--- src/rtl/pwm_demodulator_pkg.sv ---
// Shared definitions for the PWM link: FSM state encodings and the default
// step/symbol constants used by both the transmit-side modulator and this
// receive-side demodulator.
//
// Contents:
//   state_e              - demodulator FSM states
//   DEF_CLKS_PER_STEP    - default clk cycles per PWM step
//   DEF_STEPS_PER_SYMBOL - default PWM steps per symbol window
//   DEF_SAMPLE_BITS      - default recovered sample width
//   sat_limit()          - clamps a count to the largest value of a given width
package pwm_demodulator_pkg;

    typedef enum logic [1:0] {
        ST_IDLE    = 2'd0,
        ST_ACQUIRE = 2'd1,
        ST_MEASURE = 2'd2
    } state_e;

    localparam int DEF_CLKS_PER_STEP    = 1;
    localparam int DEF_STEPS_PER_SYMBOL = 128;
    localparam int DEF_SAMPLE_BITS      = 8;

    function automatic int sat_limit(input int value, input int bits);
        int max_val;
        max_val = (1 << bits) - 1;
        return (value > max_val) ? max_val : value;
    endfunction

endpackage

--- src/rtl/pwm_demodulator_counter.sv ---
// Step-tick timer: down-counter with terminal-count compare. While clr is
// low it emits a one-cycle tick whenever the count sits at zero and then
// reloads MAX_COUNT-1, giving one tick every MAX_COUNT cycles. Holding clr
// high parks the count at zero so the first cycle after clr drops ticks.
//
// Ports:
//   clk  - clock
//   rst  - synchronous active-high reset
//   clr  - hold counter at zero (no ticks while high)
//   tick - one-cycle step tick
module pwm_demodulator_counter #(
    parameter int WIDTH     = 8,
    parameter int MAX_COUNT = 1
) (
    input  logic clk,
    input  logic rst,
    input  logic clr,
    output logic tick
);

    localparam logic [WIDTH-1:0] RELOAD = WIDTH'(MAX_COUNT - 1);

    logic [WIDTH-1:0] cnt_q;
    logic [WIDTH-1:0] cnt_d;

    assign tick = !clr && (cnt_q == '0);

    always_comb begin
        cnt_d = cnt_q;
        if (clr) begin
            cnt_d = '0;
        end else if (tick) begin
            cnt_d = RELOAD;
        end else begin
            cnt_d = cnt_q - WIDTH'(1);
        end
    end

    always_ff @(posedge clk) begin
        if (rst) begin
            cnt_q <= '0;
        end else begin
            cnt_q <= cnt_d;
        end
    end

endmodule

--- src/rtl/pwm_demodulator.sv ---
// PWM demodulator: synchronizes an asynchronous PWM line, locks its symbol
// window to the first rising edge, then free-runs, counting high steps per
// window and writing the saturated duty count to a downstream FIFO.
//
// Ports:
//   clk       - clock, all logic on posedge
//   rst       - synchronous active-high reset
//   enable    - run; low aborts the current symbol and returns to IDLE
//   pwm_in    - asynchronous PWM input
//   full      - downstream FIFO full, looked at only in the symbol-end cycle
//   write     - one-cycle FIFO write strobe
//   sample    - recovered duty value, valid with write
//   locked    - high while in MEASURE
//   overflow  - sticky: a sample was dropped because full was set
//   symb_tick - one-cycle pulse after each completed symbol
//
// state      | meaning
// -----------+------------------------------------------------------------
// ST_IDLE    | stopped, waiting for enable
// ST_ACQUIRE | waiting for the first rising edge of pwm_s to align windows
// ST_MEASURE | free-running step ticks, counting duty per symbol window
module pwm_demodulator
    import pwm_demodulator_pkg::*;
#(
    parameter int CLKS_PER_STEP    = DEF_CLKS_PER_STEP,
    parameter int STEPS_PER_SYMBOL = DEF_STEPS_PER_SYMBOL,
    parameter int SAMPLE_BITS      = DEF_SAMPLE_BITS
) (
    input  logic                   clk,
    input  logic                   rst,
    input  logic                   enable,
    input  logic                   pwm_in,
    input  logic                   full,
    output logic                   write,
    output logic [SAMPLE_BITS-1:0] sample,
    output logic                   locked,
    output logic                   overflow,
    output logic                   symb_tick
);

    localparam int STEP_W = $clog2(STEPS_PER_SYMBOL);
    localparam int DUTY_W = $clog2(STEPS_PER_SYMBOL + 1);
    localparam logic [STEP_W-1:0] LAST_STEP = STEP_W'(STEPS_PER_SYMBOL - 1);

    state_e                 state_q,     state_d;
    logic                   sync1_q,     sync1_d;
    logic                   pwm_s_q,     pwm_s_d;
    logic                   pwm_prev_q,  pwm_prev_d;
    logic [STEP_W-1:0]      step_q,      step_d;
    logic [DUTY_W-1:0]      duty_q,      duty_d;
    logic                   write_q,     write_d;
    logic [SAMPLE_BITS-1:0] sample_q,    sample_d;
    logic                   locked_q,    locked_d;
    logic                   overflow_q,  overflow_d;
    logic                   symb_tick_q, symb_tick_d;

    logic              step_tick;
    logic              pwm_rise;
    logic              sym_end;
    logic [DUTY_W-1:0] duty_cnt;

    // Symbol end always lands on a tick, and a tick reloads the timer, so the
    // next window's first tick is exactly CLKS_PER_STEP later with no gap.
    pwm_demodulator_counter #(
        .WIDTH     (8),
        .MAX_COUNT (CLKS_PER_STEP)
    ) u_step_timer (
        .clk  (clk),
        .rst  (rst),
        .clr  (state_q != ST_MEASURE),
        .tick (step_tick)
    );

    assign pwm_rise = pwm_s_q & ~pwm_prev_q;
    assign sym_end  = step_tick && (step_q == LAST_STEP);

    // Each tick counts the level pwm_s had one cycle earlier, so the window
    // starts on the very cycle the lock edge was seen and covers exactly
    // STEPS_PER_SYMBOL steps of the line from there.
    assign duty_cnt = duty_q + DUTY_W'(pwm_prev_q);

    always_comb begin
        sync1_d     = pwm_in;
        pwm_s_d     = sync1_q;
        pwm_prev_d  = pwm_s_q;
        state_d     = state_q;
        step_d      = step_q;
        duty_d      = duty_q;
        write_d     = 1'b0;
        sample_d    = sample_q;
        overflow_d  = overflow_q;
        symb_tick_d = 1'b0;

        case (state_q)
            ST_IDLE: begin
                if (enable) begin
                    state_d = ST_ACQUIRE;
                end
            end
            ST_ACQUIRE: begin
                if (pwm_rise) begin
                    state_d = ST_MEASURE;
                    step_d  = '0;
                    duty_d  = '0;
                end
            end
            ST_MEASURE: begin
                if (sym_end) begin
                    step_d      = '0;
                    duty_d      = '0;
                    symb_tick_d = 1'b1;
                    sample_d    = SAMPLE_BITS'(sat_limit(int'(duty_cnt), SAMPLE_BITS));
                    if (full) begin
                        overflow_d = 1'b1;
                    end else begin
                        write_d = 1'b1;
                    end
                end else if (step_tick) begin
                    step_d = step_q + STEP_W'(1);
                    duty_d = duty_cnt;
                end
            end
            default: state_d = ST_IDLE;
        endcase

        // Disable wins over everything, including a coincident symbol end.
        if (!enable) begin
            state_d     = ST_IDLE;
            step_d      = '0;
            duty_d      = '0;
            write_d     = 1'b0;
            symb_tick_d = 1'b0;
            sample_d    = sample_q;
            overflow_d  = overflow_q;
        end

        locked_d = (state_d == ST_MEASURE);
    end

    always_ff @(posedge clk) begin
        if (rst) begin
            state_q     <= ST_IDLE;
            sync1_q     <= 1'b0;
            pwm_s_q     <= 1'b0;
            pwm_prev_q  <= 1'b0;
            step_q      <= '0;
            duty_q      <= '0;
            write_q     <= 1'b0;
            sample_q    <= '0;
            locked_q    <= 1'b0;
            overflow_q  <= 1'b0;
            symb_tick_q <= 1'b0;
        end else begin
            state_q     <= state_d;
            sync1_q     <= sync1_d;
            pwm_s_q     <= pwm_s_d;
            pwm_prev_q  <= pwm_prev_d;
            step_q      <= step_d;
            duty_q      <= duty_d;
            write_q     <= write_d;
            sample_q    <= sample_d;
            locked_q    <= locked_d;
            overflow_q  <= overflow_d;
            symb_tick_q <= symb_tick_d;
        end
    end

    assign write     = write_q;
    assign sample    = sample_q;
    assign locked    = locked_q;
    assign overflow  = overflow_q;
    assign symb_tick = symb_tick_q;

endmodule

--- config.mk ---
export PLATFORM = sky130hd
export DESIGN_NAME = pwm_demodulator
export DESIGN_NICKNAME = d
export VERILOG_FILES = /design/src/rtl/pwm_demodulator_pkg.sv /design/src/rtl/pwm_demodulator_counter.sv /design/src/rtl/pwm_demodulator.sv
export SDC_FILE = /design/constraint.sdc
export NUM_CORES = 1
export LEC_CHECK = 0
export CAP_MARGIN = 10
export CELL_PAD_IN_SITES_DETAIL_PLACEMENT = 1
export CELL_PAD_IN_SITES_GLOBAL_PLACEMENT = 2
export CORE_AREA = 2 2 73 75
export CTS_CLUSTER_DIAMETER = 30
export DETAILED_ROUTE_END_ITERATION = 10
export DIE_AREA = 0 0 75 77
export PLACE_DENSITY_LB_ADDON = 0.1
export SLEW_MARGIN = 0
export SYNTH_ARGS = -nofsm -noshare
export SYNTH_HDL_FRONTEND = slang
export SYNTH_SLANG_ARGS = --single-unit
--- constraint.sdc ---
create_clock -name clk -period 2.9 [get_ports clk]
set_clock_uncertainty 0.1 [all_clocks]
set_input_delay 0.725 -clock clk [delete_from_list [all_inputs] [get_ports clk]]
set_output_delay 0.725 -clock clk [all_outputs]
set_load 0.05 [all_outputs]
==> impl_summary.md, run 1 <==
GRT
The via count of the first global-routing pass is 1645. The largest net degree at the start of global routing is 16. The overflow left after global routing is 0. The first global-routing pass estimated 7980 microns of wire.

The number of antenna violations at the first check in global routing is 0. The overall routing resource usage is 17.8%.

STA
Headroom to the max-slew limit came out at 59.1%. Setup violations remaining at the end of the flow were counted as 0. The shortest period the worst path allows is 2.33 ns.

Setup repair after global routing left no endpoint under its margin. The total count of max-transition violations in the final report came to 0. At the pin with the least slew margin, the transition time is 0.607 ns. The highest clock rate is 429 MHz. In the final timing run, aggregate negative setup slack is 0 ns.

The final critical path takes up 80.4% of the cycle. The number of hold-slack violations in the final timing report is 0.

Floorplan
The top-level port count is 17. The number of core rows is 26. The die extent in y is 77 microns. After floorplanning, the core was sized to cover 4980 sq um. The area of the die is 5780 sq um. The initial standard-cell utilization of the core is 35.8%. The floorplan step set the die width to 75 microns.

Finish
From synthesis to final layout, the design area changed by 20.5%. The repair_antennas step left the layout with diodes totalling 0. The proportion of layout cells with a drive suffix above 1 is 9.01%. For this run, the post-layout net count is 230. The share of the core filled with cells in the final layout is 43.2%.

Synth
In the post-synthesis netlist, the biggest area contributors are dfxtp_1, a21oi_1, nand3_1, xnor2_1, nand2_1. The mean instance size in the synthesized netlist is 8.92 sq um. The summed instance area of the synthesized netlist is 1780 sq um. Counting flops with an async set or reset pin after synthesis yields a share of 0%. The number of enable-type register cells in the synthesized netlist is 0.

The number of different library cells used by synthesis comes to 41. After synthesis the netlist holds a flip-flop and latch count of 40. In the synthesized netlist the dominant register cell turns out to be dfxtp_1. Counting instances in the post-synthesis netlist gives the leading cell types as dfxtp_1, a21oi_1, nand2_1. The fraction of post-synthesis cell area in the top cell type by area is 44.9%. The number of synthesis warnings is 0. In the post-synthesis netlist, the cell with the most instances is dfxtp_1.

The net count after synthesis is 209. The cell count after synthesis came out at 200. The share of the Yosys chip area taken by registers is 44.9%. The largest total area in the synthesized netlist belongs to dfxtp_1.

Clocking
The maximum number of buffers from clock root to sink is 2. The total CTS buffers is 5. The depth of the CTS H-tree is 2. Post-CTS timing repair inserted 0 buffers for setup.

After clock tree synthesis, the clock-pin slew on the worst setup and hold paths is 0.08 ns. The number of clock sinks is 40. The clock insertion delay at the later pin of the skew report is 0.29 ns. The post-cts resize count is 0. The clock tree from TritonCTS is built. The clock root buffer is clkbuf_8. The total of hold buffers inserted after clock tree synthesis is 0.

Detailed routing
For this block, the via count after detailed routing is 1564. The average wire per cell in the routed design is 15.6 microns. Before antenna repair, the detailed router went through 4 iterations. For this block, the routed nets add up to 4560 microns of wire. The number of antenna-violating nets in the routed design is 0. The per-cell via count in the routed design is 5.36.

After detailed routing, the number of remaining DRC violations is 0. The number of DRC markers in iteration 0 is 55.

Worst setup path
Of all nets on the critical path, the largest fanout is 9. STA classifies the critical path endpoint as a flip-flop. The slowest library cell on the worst path is nor3b_1.

Traced cell by cell, the critical path runs through inv_1, ha_1, nor3b_1, nand3_1, a2111oi_0, a31o_2. For this run, the slowest stage of the critical path takes 0.51 ns. The critical path launch point type is a flip-flop.

The setup path with the least slack is of type reg -> reg. Data on the critical path is required at its endpoint by 3.03 ns. The depth of the most critical reg-to-reg path is 6.

The arrival time at the worst endpoint is 2.47 ns.

Status
The run finished with clean final reports.

Power
The worst-case IR drop observed on VDD is 0.277 mV. The total power after layout is 1080 uW. Dividing total power by cell area gives a power density of 502 nW/um^2. The leakage power is 0.000728 uW.

Placement
Detailed placement ended at an HPWL of 3440 microns. The placer congestion estimate is 0.777. The count of buffers added on input and output ports is 16.

Flow run
Max-cap violations in this run came to 0.

Hold path
In this run the worst hold path is classified as reg -> reg. Along the worst hold path, the cell count comes to 1.
## per-layer routing
metal	vias to the layer above	routed length [microns]	global-route usage (%)
met5	-	0	0
met4	0	61	5.36
met3	5	91	3.55
li1	782	-	-
met1	761	2120	22.6
met2	16	2280	29.9
## path summary, 6_finish.rpt
| path | startpoint | endpoint | slack [ns] |
|---|---|---|---|
| worst min register to register | pwm_s_d$_SDFF_PP0_ | pwm_prev_d$_SDFF_PP0_ | 0.36 |
| worst max-delay path | u_step_timer.cnt_q[0]$_SDFF_PP0_ | duty_q[2]$_SDFFE_PP0P_ | 0.57 |
| worst min-delay path | pwm_s_d$_SDFF_PP0_ | pwm_prev_d$_SDFF_PP0_ | 0.36 |
| worst max register to register | u_step_timer.cnt_q[0]$_SDFF_PP0_ | duty_q[2]$_SDFFE_PP0P_ | 0.57 |
## through the flow
step	area [sq um]	hold slack, ns	setup WS [ns]	instances
2_1_floorplan	1780	0.314	0.973	200
5_1_grt	2150	0.378	0.297	292
3_5_place_dp	2020	0.334	0.521	284
6_report	2150	0.355	0.570	292
3_3_place_gp	2020	0.334	0.611	284
4_1_cts	2150	0.359	0.536	292
## cell families after synthesis
| group | share of synthesized area, % |
|---|---|
| simple gates | 26.7 |
| flops | 44.9 |
| xor+xnor | 3.93 |
| compound gates | 18.4 |
| fa+ha+maj | 2.81 |
| buf+inv | 3.22 |
## cell usage in the layout (no fill, tap or decap), types with 2 or more instances in the layout
cell type / Yosys / final
clkdlybuf4s50_1: 0 / 16
nor3_1: 8 / 8
buf_4: 0 / 5
nand3_1: 14 / 14
clkbuf_8: 0 / 7
dfxtp_1: 40 / 40
inv_1: 3 / 3
o21a_1: 2 / 2
nand2_1: 15 / 15
ha_1: 4 / 4
xnor2_1: 8 / 8
nand2b_1: 4 / 4
nor4_1: 6 / 6
nor2b_1: 5 / 5
o21ai_0: 9 / 9
o211ai_1: 4 / 4
a31oi_1: 2 / 2
a41oi_1: 2 / 2
a21oi_1: 23 / 23
nand4_1: 4 / 4
or3_1: 3 / 3
nor2_1: 14 / 14
o2111ai_1: 2 / 2
and3_1: 5 / 5
## worst max-delay path, delay by kind of cell (launching register included)
kind	cells	cell delay, ns
compound gates	2	0.66
fa+ha+maj	1	0.19
buf+inv	1	0.06
flops	1	0.33
simple gates	2	0.94
## registers in the layout, indices dropped and copies added, names as in the netlist
signal              count
sample                  8
pwm_prev_q              1
state_q                 2
symb_tick               1
duty_q                  8
overflow                1
pwm_s_d                 1
write                   1
u_step_timer.cnt_q      8
step_q                  7
locked                  1
pwm_prev_d              1
## where the power goes
part / internal [uW] / switching, uW / total [uW]
sequential: 551 / 2.22 / 554
combinational: 11.9 / 16.8 / 28.6
clock: 304 / 194 / 497
## area by class of cell
type | instances | area (sq um)
fillers | 590 | 2830
multi-input cells | 150 | 926
flip-flops and latches | 40 | 801
repair buffers | 21 | 198
clock buffers | 7 | 96.3
well taps | 70 | 87.6
clock inverters | 1 | 30.0
inverters | 3 | 11.3
No activity file was read; power rests on OpenSTA's default activity.
==> run 2: changes to the inputs <==
--- a/config.mk
+++ b/config.mk
@@ -8,10 +8,10 @@
 export CAP_MARGIN = 10
 export CELL_PAD_IN_SITES_DETAIL_PLACEMENT = 1
 export CELL_PAD_IN_SITES_GLOBAL_PLACEMENT = 2
-export CORE_AREA = 2 2 73 75
+export CORE_AREA = 2 2 76 78
 export CTS_CLUSTER_DIAMETER = 30
 export DETAILED_ROUTE_END_ITERATION = 10
-export DIE_AREA = 0 0 75 77
+export DIE_AREA = 0 0 78 80
 export PLACE_DENSITY_LB_ADDON = 0.1
 export SLEW_MARGIN = 0
 export SYNTH_ARGS = -nofsm -noshare
==> constraint.sdc (replaced) <==
create_clock -name clk -period 2.2 [get_ports clk]
set_clock_uncertainty 0.1 [all_clocks]
set_input_delay 0.55 -clock clk [delete_from_list [all_inputs] [get_ports clk]]
set_output_delay 0.55 -clock clk [all_outputs]
set_load 0.05 [all_outputs]
==> impl_summary.md, run 2 (same netlist as run 1, synthesis figures left out) <==
Worst setup path
The depth of the most critical reg-to-reg path came to 4 (-2). The largest driver fanout on the critical path is 9 (unchanged). The worst reg2reg path endpoint is sample[7]$_SDFFE_PP0P_. The register-to-register path setup slack is 0.02 ns (-0.55 ns).

STA classifies the critical path startpoint as a flip-flop. The arrival time at the worst endpoint is 2.25 ns (-0.22 ns). The capture point of the critical path is sample[7]$_SDFFE_PP0P_. The required arrival time at the worst endpoint is 2.27 ns (-0.76 ns). The start point of the critical path is u_step_timer.cnt_q[4]$_SDFF_PP0_. The critical path is of the reg -> reg type.

In this run the critical register-to-register path is launched from u_step_timer.cnt_q[4]$_SDFF_PP0_. STA classifies the critical path endpoint as a flip-flop.

Detailed routing
The number of detailed-routing iterations run before antenna repair is 4 (unchanged). The DRC violation count after routing came to 0 (unchanged). The average wire per cell in the routed design is 16.1 microns (+3.4%). The per-cell via count in the routed design is 5.33 (-0.41%). The total wire length came to 4830 microns (+5.9%). The number of DRC markers in iteration 0 came to 53 (-3.6%). The total via count after detailed routing came to 1595 (+2.0%). The number of antenna-violating nets in the routed design is 0 (unchanged).

Clocking
The total of hold buffers inserted after clock tree synthesis came to 0 (unchanged). CTS placed an instance of clkbuf_8 at the clock tree root. The number of clock sinks was 40 (unchanged).

The total CTS buffers was 5 (unchanged). The clock slew seen by the registers of the worst setup and hold paths is 0.08 ns (about the same). The depth of the CTS H-tree was 2 (unchanged). The maximum number of buffers from clock root to sink came to 2 (unchanged). The number of buffers added for setup after CTS is 0 (unchanged).

The clock insertion delay at the later pin of the skew report was 0.29 ns (about the same). The post-cts resize count is 0 (unchanged). The clock tree from TritonCTS is built.

GRT
The overflow left after global routing is 0 (unchanged). The number of antenna violations at the first check in global routing is 0 (unchanged). The wire length of the first global-routing pass came to 8510 microns (+6.7%). The largest net degree at the start of global routing was 16 (unchanged).

The via count of the first global-routing pass is 1676 (+1.9%). The overall routing resource usage is 17.4% (-0.40 points).

Finish
The library cells used most frequently in the layout, excluding fill and tap cells, are dfxtp_1, a21oi_1, clkdlybuf4s50_1, nand2_1. The synthesis-to-layout area growth is 24.5%. The proportion of layout cells with a drive suffix above 1 is 12.3% (+3.3 points). The share of the core filled with cells in the final layout came to 41.1% (-2.1 points). The summed area of non-filler cells in the final layout is 2220 sq um (+3.3%).

The most common library cell in the layout ignoring fill and taps is dfxtp_1. The antenna cell count is 0 (unchanged). The number of nets in the final layout came to 235 (+2.2%).

Floorplan
The die span in x is 78 microns (+4.0%). The core footprint is 5410 sq um (+8.6%). The top-level port count is 17 (unchanged). The die extent in y is 80 microns (+3.9%). The initial standard-cell utilization of the core came to 33.0% (-2.8 points). The number of core rows came to 27 (+3.8%). The area of the die came to 6240 sq um (+8.1%).

Status
The flow ran to the end, and the final reports show no timing, DRC or antenna violations.

STA
The highest clock rate is 458 MHz (+6.8%). The actual transition at the worst max-transition pin is 0.583 ns (-0.0242 ns). The number of hold-slack violations in the final timing report was 0 (unchanged). The total count of max-transition violations in the final report was 0 (unchanged). The ratio of final minimum period to clock period was 99.2% (+19 points). The shortest period the worst path allows is 2.18 ns (-0.148 ns). The total negative slack for setup checks came to 0 ns (unchanged). The final-layout worst hold slack is 0.350 ns (-0.00553 ns).

Setup repair after global routing could not meet its margin everywhere. The worst-case headroom to the max-slew limit is 60.7% (+1.6 points). The final setup violation count is 0 (unchanged).

Power
The total power density per cell area was 647 nW/um^2 (+29%). The combinational power share was 3.1% (+0.4 points). The leakage power is 0.000755 uW (+3.7%). The total power after layout was 1440 uW (+33%). The proportion of total power due to net switching was 20.1% (+0.44 points). The maximum vdd drop was 0.279 mV (+0.61%). The part of the power in registers was 50.8% (-0.5 points). The net switching component of the power is 289 uW (+36%).

The internal cell power is 1150 uW (+32%). The clock network fraction of design power is 46.1% (about the same).

Hold path
The path category of the worst min-delay check is reg -> reg.

Placement
The placer congestion estimate is 0.786 (+1.1%). The number of input and output port buffers inserted was 16 (unchanged). The post-place instance area was 2080 sq um (+2.6%).

The post-DP HPWL came to 3690 microns (+7.2%).

Flow run
The max capacitance violation total is 0 (unchanged).
run 2: cell count changes in the layout (fill, tap and decap cells not counted), sizes merged:
cell  before  now
buf        5   10
run 2: layer usage:
layer / global-route usage [%] / share of wire [%] / vias up
met4: 4.74 / 1.1 / 0
met5: 0 / 0 / -
li1: - / - / 788
met1: 23.5 / 50 / 788
met2: 28.2 / 47 / 13
met3: 3.73 / 1.8 / 6
run 2: how the worst min path moves through the flow:
| stage | from | slack [ns] | cells after the start | end |
|---|---|---|---|---|
| 4_1_cts | pwm_s_d$_SDFF_PP0_ | 0.36 | 1 | pwm_prev_d$_SDFF_PP0_ |
| 6_report | pwm_s_d$_SDFF_PP0_ | 0.35 | 1 | pwm_prev_d$_SDFF_PP0_ |
| 2_1_floorplan | pwm_s_d$_SDFF_PP0_ | 0.31 | 1 | pwm_prev_d$_SDFF_PP0_ |
| 3_3_place_gp | pwm_s_d$_SDFF_PP0_ | 0.33 | 1 | pwm_prev_d$_SDFF_PP0_ |
| 5_1_grt | pwm_s_d$_SDFF_PP0_ | 0.37 | 1 | pwm_prev_d$_SDFF_PP0_ |
| 3_5_place_dp | pwm_s_d$_SDFF_PP0_ | 0.34 | 1 | pwm_prev_d$_SDFF_PP0_ |
run 2: cell type report:
class | instances | area (sq um)
inverters | 3 | 11.3
repair buffers | 26 | 248
well taps | 72 | 90.1
multi-input cells | 150 | 945
fillers | 646 | 3180
clock inverters | 1 | 30.0
flip-flops and latches | 40 | 801
clock buffers | 7 | 96.3
run 2: power by group through the flow:
stage	clock (uW)	combinational, uW	sequential [uW]
after floorplan	0	18.3	747
after global placement	0	42.7	747
after detailed placement	0	43.9	747
after CTS	680	44.1	730
after global routing	724	47.9	731
final	662	43.9	730
run 2: through the flow:
stage | worst slack (ns) | instances
global placement | -0.0380 | 291
floorplan | 0.273 | 200
finish | 0.0179 | 299
global route | -0.0870 | 299
detailed placement | -0.0132 | 291
CTS | 0.0565 | 299
run 2: critical path: stages (launching register included):
cell and delay [ns]:
dfxtp_1 0.37, nor4_1 0.52, nand3_1 0.45, nor4_2 0.53, nor3_1 0.09
